<file path="src/rtl/imem_load_pkg.sv">
// Shared types and helpers for the boot-time instruction memory loader.
package imem_load_pkg;

    typedef enum logic [1:0] {
        IDLE  = 2'd0,
        RECV  = 2'd1,
        WRITE = 2'd2,
        DONE  = 2'd3
    } load_state_t;

    localparam int BYTES_PER_WORD = 4;
    localparam int BYTE_CNT_W     = $clog2(BYTES_PER_WORD);

    // Big-endian packing: earlier bytes end up in the upper lanes.
    function automatic logic [31:0] shift_in_byte(input logic [31:0] word,
                                                  input logic [7:0]  byte_in);
        return {word[23:0], byte_in};
    endfunction

endpackage

</file>
<file path="src/rtl/imem_load_ctrl_packer.sv">
// Byte-to-word packer: shift-left-by-8 register plus a byte counter.
// word_valid/word_data present the completed word in the cycle of the last byte.
module imem_byte_packer
    import imem_load_pkg::*;
(
    input  logic                  clk,
    input  logic                  rst_n,
    input  logic                  clear,
    input  logic                  byte_valid,
    input  logic [7:0]            byte_data,
    output logic                  word_valid,
    output logic [31:0]           word_data,
    output logic [BYTE_CNT_W-1:0] byte_cnt
);

    localparam logic [BYTE_CNT_W-1:0] LAST_BYTE = BYTE_CNT_W'(BYTES_PER_WORD - 1);

    logic [31:0]           shift_r;
    logic [BYTE_CNT_W-1:0] cnt_r;

    // Shift register and byte counter; clear takes priority over an incoming byte.
    always_ff @(posedge clk or negedge rst_n) begin
        if (!rst_n) begin
            shift_r <= 32'd0;
            cnt_r   <= '0;
        end else if (clear) begin
            shift_r <= 32'd0;
            cnt_r   <= '0;
        end else if (byte_valid) begin
            shift_r <= shift_in_byte(shift_r, byte_data);
            cnt_r   <= cnt_r + BYTE_CNT_W'(1);
        end else begin
            shift_r <= shift_r;
            cnt_r   <= cnt_r;
        end
    end

    // Completed word is the current shift contents plus the byte arriving now.
    always_comb begin
        word_data  = shift_in_byte(shift_r, byte_data);
        word_valid = 1'b0;
        if (byte_valid && !clear && (cnt_r == LAST_BYTE)) begin
            word_valid = 1'b1;
        end else begin
            word_valid = 1'b0;
        end
    end

    assign byte_cnt = cnt_r;

endmodule

</file>
<file path="src/rtl/imem_load_ctrl.sv">
// Boot loader: packs UART bytes into words, writes them to imem and holds the
// CPU in reset until DEPTH_WORDS words have been written.
module imem_load_ctrl
    import imem_load_pkg::*;
#(
    parameter int DEPTH_WORDS    = 64,
    parameter int ADDR_W         = $clog2(DEPTH_WORDS),
    parameter int TIMEOUT_CYCLES = 2_000_000
) (
    input  logic              clk,
    input  logic              rst_n,
    input  logic [7:0]        rx_data,
    input  logic              rx_valid,
    input  logic              reload,
    output logic              imem_we,
    output logic [ADDR_W-1:0] imem_addr,
    output logic [31:0]       imem_wdata,
    output logic              cpu_rst_n,
    output logic              load_done,
    output logic              err_timeout
);

    localparam int IDLE_W = $clog2(TIMEOUT_CYCLES + 1);
    localparam logic [ADDR_W-1:0] LAST_IDX  = ADDR_W'(DEPTH_WORDS - 1);
    localparam logic [IDLE_W-1:0] IDLE_LAST = IDLE_W'(TIMEOUT_CYCLES - 1);

    load_state_t           state_r;
    logic [ADDR_W-1:0]     word_idx_r;
    logic [IDLE_W-1:0]     idle_cnt_r;
    logic                  imem_we_r;
    logic [ADDR_W-1:0]     imem_addr_r;
    logic [31:0]           imem_wdata_r;
    logic                  cpu_rst_n_r;
    logic                  load_done_r;
    logic                  err_timeout_r;

    logic                  byte_take_s;
    logic                  partial_s;
    logic                  timeout_hit_s;
    logic                  packer_clear_s;
    logic                  word_valid_s;
    logic [31:0]           word_data_s;
    logic [BYTE_CNT_W-1:0] byte_cnt_s;

    // Byte acceptance and timeout detection; reload drops a coincident byte.
    always_comb begin
        byte_take_s   = 1'b0;
        partial_s     = 1'b0;
        timeout_hit_s = 1'b0;
        if (rx_valid && !reload && (state_r != DONE)) begin
            byte_take_s = 1'b1;
        end else begin
            byte_take_s = 1'b0;
        end
        if ((state_r == RECV) && (byte_cnt_s != '0)) begin
            partial_s = 1'b1;
        end else begin
            partial_s = 1'b0;
        end
        if (partial_s && !rx_valid && (idle_cnt_r == IDLE_LAST)) begin
            timeout_hit_s = 1'b1;
        end else begin
            timeout_hit_s = 1'b0;
        end
    end

    assign packer_clear_s = reload | timeout_hit_s;

    imem_byte_packer u_packer (
        .clk        (clk),
        .rst_n      (rst_n),
        .clear      (packer_clear_s),
        .byte_valid (byte_take_s),
        .byte_data  (rx_data),
        .word_valid (word_valid_s),
        .word_data  (word_data_s),
        .byte_cnt   (byte_cnt_s)
    );

    // Idle gap counter: runs only while a partial word is pending.
    always_ff @(posedge clk or negedge rst_n) begin
        if (!rst_n) begin
            idle_cnt_r <= '0;
        end else if (reload || timeout_hit_s) begin
            idle_cnt_r <= '0;
        end else if (partial_s && !rx_valid) begin
            idle_cnt_r <= idle_cnt_r + IDLE_W'(1);
        end else begin
            idle_cnt_r <= '0;
        end
    end

    // Load FSM with registered imem port and status outputs.
    always_ff @(posedge clk or negedge rst_n) begin
        if (!rst_n) begin
            state_r       <= IDLE;
            word_idx_r    <= '0;
            imem_we_r     <= 1'b0;
            imem_addr_r   <= '0;
            imem_wdata_r  <= 32'd0;
            cpu_rst_n_r   <= 1'b0;
            load_done_r   <= 1'b0;
            err_timeout_r <= 1'b0;
        end else if (reload) begin
            state_r       <= IDLE;
            word_idx_r    <= '0;
            imem_we_r     <= 1'b0;
            imem_addr_r   <= '0;
            imem_wdata_r  <= 32'd0;
            cpu_rst_n_r   <= 1'b0;
            load_done_r   <= 1'b0;
            err_timeout_r <= 1'b0;
        end else begin
            case (state_r)
                IDLE: begin
                    imem_we_r <= 1'b0;
                    if (rx_valid) begin
                        state_r <= RECV;
                    end else begin
                        state_r <= IDLE;
                    end
                end
                RECV: begin
                    imem_we_r <= 1'b0;
                    if (timeout_hit_s) begin
                        state_r       <= IDLE;
                        err_timeout_r <= 1'b1;
                    end else if (word_valid_s) begin
                        state_r      <= WRITE;
                        imem_we_r    <= 1'b1;
                        imem_addr_r  <= word_idx_r;
                        imem_wdata_r <= word_data_s;
                    end else begin
                        state_r <= RECV;
                    end
                end
                WRITE: begin
                    imem_we_r <= 1'b0;
                    // The index never wraps: the last slot hands over to DONE.
                    if (word_idx_r == LAST_IDX) begin
                        state_r     <= DONE;
                        load_done_r <= 1'b1;
                        cpu_rst_n_r <= 1'b1;
                    end else begin
                        state_r    <= RECV;
                        word_idx_r <= word_idx_r + ADDR_W'(1);
                    end
                end
                DONE: begin
                    imem_we_r   <= 1'b0;
                    load_done_r <= 1'b1;
                    cpu_rst_n_r <= 1'b1;
                end
                default: begin
                    state_r   <= IDLE;
                    imem_we_r <= 1'b0;
                end
            endcase
        end
    end

    assign imem_we     = imem_we_r;
    assign imem_addr   = imem_addr_r;
    assign imem_wdata  = imem_wdata_r;
    assign cpu_rst_n   = cpu_rst_n_r;
    assign load_done   = load_done_r;
    assign err_timeout = err_timeout_r;

endmodule

</file>
<file path="config.mk">
export PLATFORM = sky130hd
export DESIGN_NAME = imem_load_ctrl
export DESIGN_NICKNAME = d
export VERILOG_FILES = /design/src/rtl/imem_load_pkg.sv /design/src/rtl/imem_load_ctrl_packer.sv /design/src/rtl/imem_load_ctrl.sv
export SDC_FILE = /design/constraint.sdc
export NUM_CORES = 1
export LEC_CHECK = 0
export BUFFER_PORTS_ARGS = -buffer_cell sky130_fd_sc_hd__buf_4
export CAP_MARGIN = 10
export CORE_ASPECT_RATIO = 0.75
export CORE_MARGIN = 2
export CORE_UTILIZATION = 45
export DETAILED_ROUTE_END_ITERATION = 16
export GPL_TIMING_DRIVEN = 0
export PLACE_DENSITY = 0.66
export SLEW_MARGIN = 10
export SYNTH_ARGS = -nofsm -noshare
export SYNTH_HDL_FRONTEND = slang
export SYNTH_SLANG_ARGS = --single-unit
</file>
<file path="constraint.sdc">
create_clock -name clk -period 4.27 [get_ports clk]
set_input_delay 0.854 -clock clk [delete_from_list [all_inputs] [get_ports clk]]
set_output_delay 0.854 -clock clk [all_outputs]
set_load 0.01 [all_outputs]
</file>
Word-level counts from Yosys, hierarchy flattened --
Cells that the tools add are included.
Word-level totals: word-level logic and storage cells 86, output and inout bits 42, bits of input ports 12, register bits after elaboration 96
Operators by class: mux-type cells 37, eq/ne operators 10, bitwise operators 1, add/sub/neg operators 3, reduce and logical (&&, ||, !) cells 25
Operators by type and width (number):
- $mux 32 | 4
- $mux 24 | 2
- $mux 21 | 2
- $mux 6 | 7
- $add 21x1->21 const B | 1
- $eq 21x21->1 const B | 1
- $mux 1 | 13
- $mux 2 | 6
- $reduce_bool 2->1 | 6
- $logic_and 1x1->1 | 7
- $add 6x1->6 const B | 1
- $eq 2x2->1 const B | 3
- $eq 6x6->1 const B | 1
- $ne 2x2->1 const B | 3
- $pmux 2 s3 | 1
- $reduce_and 2->1 | 3
- $pmux 1 s2 | 2
- $reduce_bool 4->1 | 1
- $logic_not 1->1 | 3
- $ne 3x3->1 const B | 1
- $reduce_and 3->1 | 1
- $reduce_bool 3->1 | 1
- $reduce_or 3->1 | 1
- $add 2x1->2 const B | 1
- other kinds (4) | 4

Logic depth before layout (Yosys ltp) --
depth after elaboration 15, depth in mapped cells 8, gate-level depth less buffers 6

By module --
From an unflattened synthesis, not the netlist that was laid out.
Unflattened totals: cell total of the unflattened synthesis 436, area total of the unflattened synthesis 4729.5 um^2
By module, submodules not included:
- imem_load_ctrl | cells an instance 341, seq. area each 1751.7 um^2, area an instance 3573.4 um^2, times used 1
- imem_byte_packer | cells an instance 95, seq. area each 650.6 um^2, area an instance 1156.1 um^2, times used 1

Worst setup path before layout --
Ideal clock, no wire load.
path type input -> register, start point in reload, end point reg imem_addr_r[0], in the netlist imem_addr[0], data arrival time 1864 ps, setup slack 2289 ps, setup time 117 ps, stages on the path 6, buffers on the path 2, required time 4153 ps, path through nor4bb_1 > nand2_1 > clkbuf_1 > buf_1 > nand3_1 > nand2_1
On the way: word-level cells in the longest chain between the ends 9, elaborated cells between the ends (all ways) 14, classes of those cells eq/ne: 1; mux: 3; bitwise: 1; reduce/logical: 9
RTL lines:
- start, declared | line imem_load_ctrl.sv:14 | input logic reload,
- $logic_not 1->1 | line imem_load_ctrl.sv:50 | if (rx_valid && !reload && (state_r != DONE)) begin
- $logic_and 1x1->1 (2 in a row) | line imem_load_ctrl.sv:50
- $mux 1 | line imem_load_ctrl.sv:50
- $logic_and 1x1->1 (2 in a row) | line imem_load_ctrl_packer.sv:42 | if (byte_valid && !clear && (cnt_r == LAST_BYTE)) begin
- $mux 1 | line imem_load_ctrl_packer.sv:42
- $reduce_bool 2->1 (no line)
- $reduce_and 3->1 (no line)
- end signal, assigned | line imem_load_ctrl.sv:131 | imem_addr_r <= word_idx_r;
- end, declared | line imem_load_ctrl.sv:31 | logic [ADDR_W-1:0] imem_addr_r;
Parallel ways exist; a longest one is shown, timed or not. A chain may end at the register's enable or synchronous reset.

Worst setup path in the final report --
start point reg state_r[1], end point reg u_packer.shift_r[2]
On the way: word-level cells in the longest chain between the ends 8, elaborated cells between the ends (all ways) 12, classes of those cells eq/ne: 2; mux: 4; bitwise: 1; reduce/logical: 5
RTL lines:
- start, declared | line imem_load_ctrl.sv:27 | load_state_t state_r;
- start signal, assigned | line imem_load_ctrl.sv:96 | state_r <= IDLE;
- start signal, assigned | line imem_load_ctrl.sv:105 | state_r <= IDLE;
- start signal, assigned | line imem_load_ctrl.sv:118 | state_r <= RECV;
- $eq 2x1->1 | line imem_load_ctrl.sv:55 | if ((state_r == RECV) && (byte_cnt_s != '0)) begin
- $logic_and 1x1->1 | line imem_load_ctrl.sv:55
- $mux 1 | line imem_load_ctrl.sv:55
- $logic_and 1x1->1 (2 in a row) | line imem_load_ctrl.sv:60 | if (partial_s && !rx_valid && (idle_cnt_r == IDLE_LAST)) begin
- $mux 1 | line imem_load_ctrl.sv:60
- $or 1x1->1 | line imem_load_ctrl.sv:67 | assign packer_clear_s = reload | timeout_hit_s;
- $mux 24 / $reduce_bool 2->1 (equally long branches)
- end signal, assigned | line imem_load_ctrl_packer.sv:30 | shift_r <= shift_in_byte(shift_r, byte_data);
- end signal, assigned | line imem_load_ctrl_packer.sv:33 | shift_r <= shift_r;
- end, declared | line imem_load_ctrl_packer.sv:18 | logic [31:0] shift_r;
Parallel ways exist; a longest one is shown, timed or not.

==> metrics.cfg <==
[global_routing]
grt_max_degree = 97
grt-ovfl-total = 0
grt_pass1_vias = 3383
grt_use_total = 0.206
antenna_found_initial = 0
grt_pass1_wl_um = 16400

[final_layout]
antenna_cells = 0
postLayoutCellArea_um2 = 5180
drive_gt1_frac = 0.174
finalNetCount = 538
synthToLayoutAreaGrowth_pct = 21.2

[floorplan]
die-height_um = 88.4
initial_core_util = 0.469
die_area_um2 = 10300
die_w_um = 117
rows = 30
pin_count = 54
coreArea_um2 = 9120

[synthesis]
ys_types = 45
synth_top_area_share = 0.562
netlist_top_cells_area = dfrtp_1, nand2_1, nand3_1
synth-seq-cells = 96
syn_avg_cell_area_um2 = 9.41
synth_flop_cell = dfrtp_1
async_flop_share = 1.00
synth_top_area_cell = dfrtp_1
synth_common_cells = nand2_1, dfrtp_1, nand3_1
synth_most_common_cell = nand2_1
synth_area_um2 = 4270
ys_warn_count = 0
yosysSeqAreaShare = 0.562
syn_nets = 474
syn_inst = 454
synth-edff-count = 0

[power_and_ir_drop]
p_total_mw = 1.93
max-vdd-ir-drop_mv = 0.213
p_leak_nw = 2.56
p_per_area_nw_per_um2 = 373

[setup_path]
r2r_slack_ns = 2.14
start_kind = flip-flop
end_kind = flip-flop
cp_max_fo = 10
critPathKind = flip-flop to flip-flop
r2r_start = state_r[1]
regToRegEndpoint = u_packer.shift_r[2]
arrival_ns = 2.35
critPathRequiredTime_ns = 4.49
r2r_cells = 7

[clock_tree]
cts_buffer_depth = 2
cts_root_buf = clkbuf_16
post_cts_resized = 0
cts_tree = built
postCtsHoldBufs = 0
tritoncts.num_buffers = 9
htreeDepth = 3
clock_sinks = 96
clk_latency_ns = 0.33
post_cts_buffers = 0
cts.clk_slew.worst_paths_ns = 0.07

[detailed_routing]
ant_nets = 0
drt_first_iter_violations = 246
viasPerCell = 5.13
drc = 0
wl_per_cell_um = 14.7
num_vias = 3341
wirelength_um = 9580
first_pass_iters = 4

[sta]
skew_ns = 0.00386
slew_viol_final = 0
fin_crit_sh = 0.499
worst_slew_pin_slew_ns = 0.864
relSlewSlack = 0.424
rsz0062_at_grt = false
setup_tns_ns = 0
finalSetupViolations = 0
finalHoldViolations = 0
timing.hold.ws_ns = 0.448
setup_ws_ns = 2.14
fmax_mhz = 469
fin_crit_ns = 2.13

[place]
place_area_um2 = 4830
hpwl_um = 6650
numPortBuffers = 53
gp_congestion = 0.823
post-place-ws_ns = 1.87

[min_path]
whs_endpoint = idle_cnt_r[0]
holdCritStartpoint = idle_cnt_r[0]
holdPathStages = 1
hp-class = flip-flop to flip-flop

[run_status]
status = completed

[run]
maxCapViolCount = 0

-- flip-flops by register name (all words and copies together), names as in the netlist --
name               flops
load_done              1
imem_wdata            32
imem_addr              6
u_packer.shift_r      24
u_packer.byte_cnt      2
err_timeout            1
imem_we                1
idle_cnt_r            21
word_idx_r             6
state_r                2
-- worst max path at each step --
stage               start              endpoint  slack [ns]  depth (start not counted)
2_1_floorplan      reload          imem_addr[0]        2.29                          6
3_3_place_gp       reload          imem_addr[1]        1.89                          7
3_5_place_dp     rx_valid  u_packer.byte_cnt[0]        1.87                          6
4_1_cts        state_r[1]   u_packer.shift_r[2]        2.13                          7
5_1_grt        state_r[0]          imem_addr[4]        1.95                          7
6_report       state_r[1]   u_packer.shift_r[2]        2.14                          7
-- cells in the final DEF, fill, tap and decap left out, types with 5 or more instances in the layout --
cell type  instances
o21ai_0            8
nand4_1            5
inv_1              9
nand2_1          136
buf_4             55
dfrtp_1           96
nor2_1            21
clkbuf_16          9
buf_2              6
nand3_1           45
ha_1               8
a21oi_1           37
clkbuf_1          14
or3_1              6
xor2_1            13
-- stage by stage --
step                instances  utilization
finish                    651        0.568
global route              651        0.568
CTS                       651        0.568
detailed placement        635        0.530
global placement          635        0.530
floorplan                 454            -
-- where the power goes --
group / switching [mW] / total (mW) / internal [mW]
combinational: 0.0588 / 0.0844 / 0.0256
sequential: 0.00996 / 0.930 / 0.920
clock: 0.346 / 0.919 / 0.573
-- layout make-up --
type | instances | area (um^2)
Timing Repair Buffer | 53 | 402
Buffer | 27 | 144
Tap cell | 128 | 160
Inverter | 10 | 37.5
Multi-Input combinational cell | 321 | 1690
Sequential cell | 96 | 2400
Fill cell | 818 | 3940
Clock buffer | 9 | 225
Clock inverter | 7 | 120
-- routing by layer --
metal  share of wire  up-vias  global-route usage  routed length, um
met2            0.45       78               0.318               4330
met1            0.49     1619               0.296               4700
met5               0        -                   0                  0
met4          0.0048        0              0.0503                 46
met3           0.052        4              0.0514                495
li1                -     1640                   -                  -
-- logic make-up after synthesis --
family	count (synthesis)	synth area share
XOR/XNOR	15	0.0307
AO/OA/AOI/OAI	57	0.0758
multiplexers	1	0.00234
AND/OR/NAND/NOR	240	0.263
flip-flops	96	0.562
adder cells (fa/ha/maj)	8	0.0234
buffers and inverters	37	0.0424
-- worst max-delay path: stages (launching register included) --
cell	delay [ns]
dfrtp_1	0.42
inv_1	0.11
ha_1	0.22
nor3b_1	0.27
nand4_1	0.24
o21ai_2	0.42
buf_4	0.27
a21oi_1	0.06
Note: power is estimated with default switching activity, not from simulation.
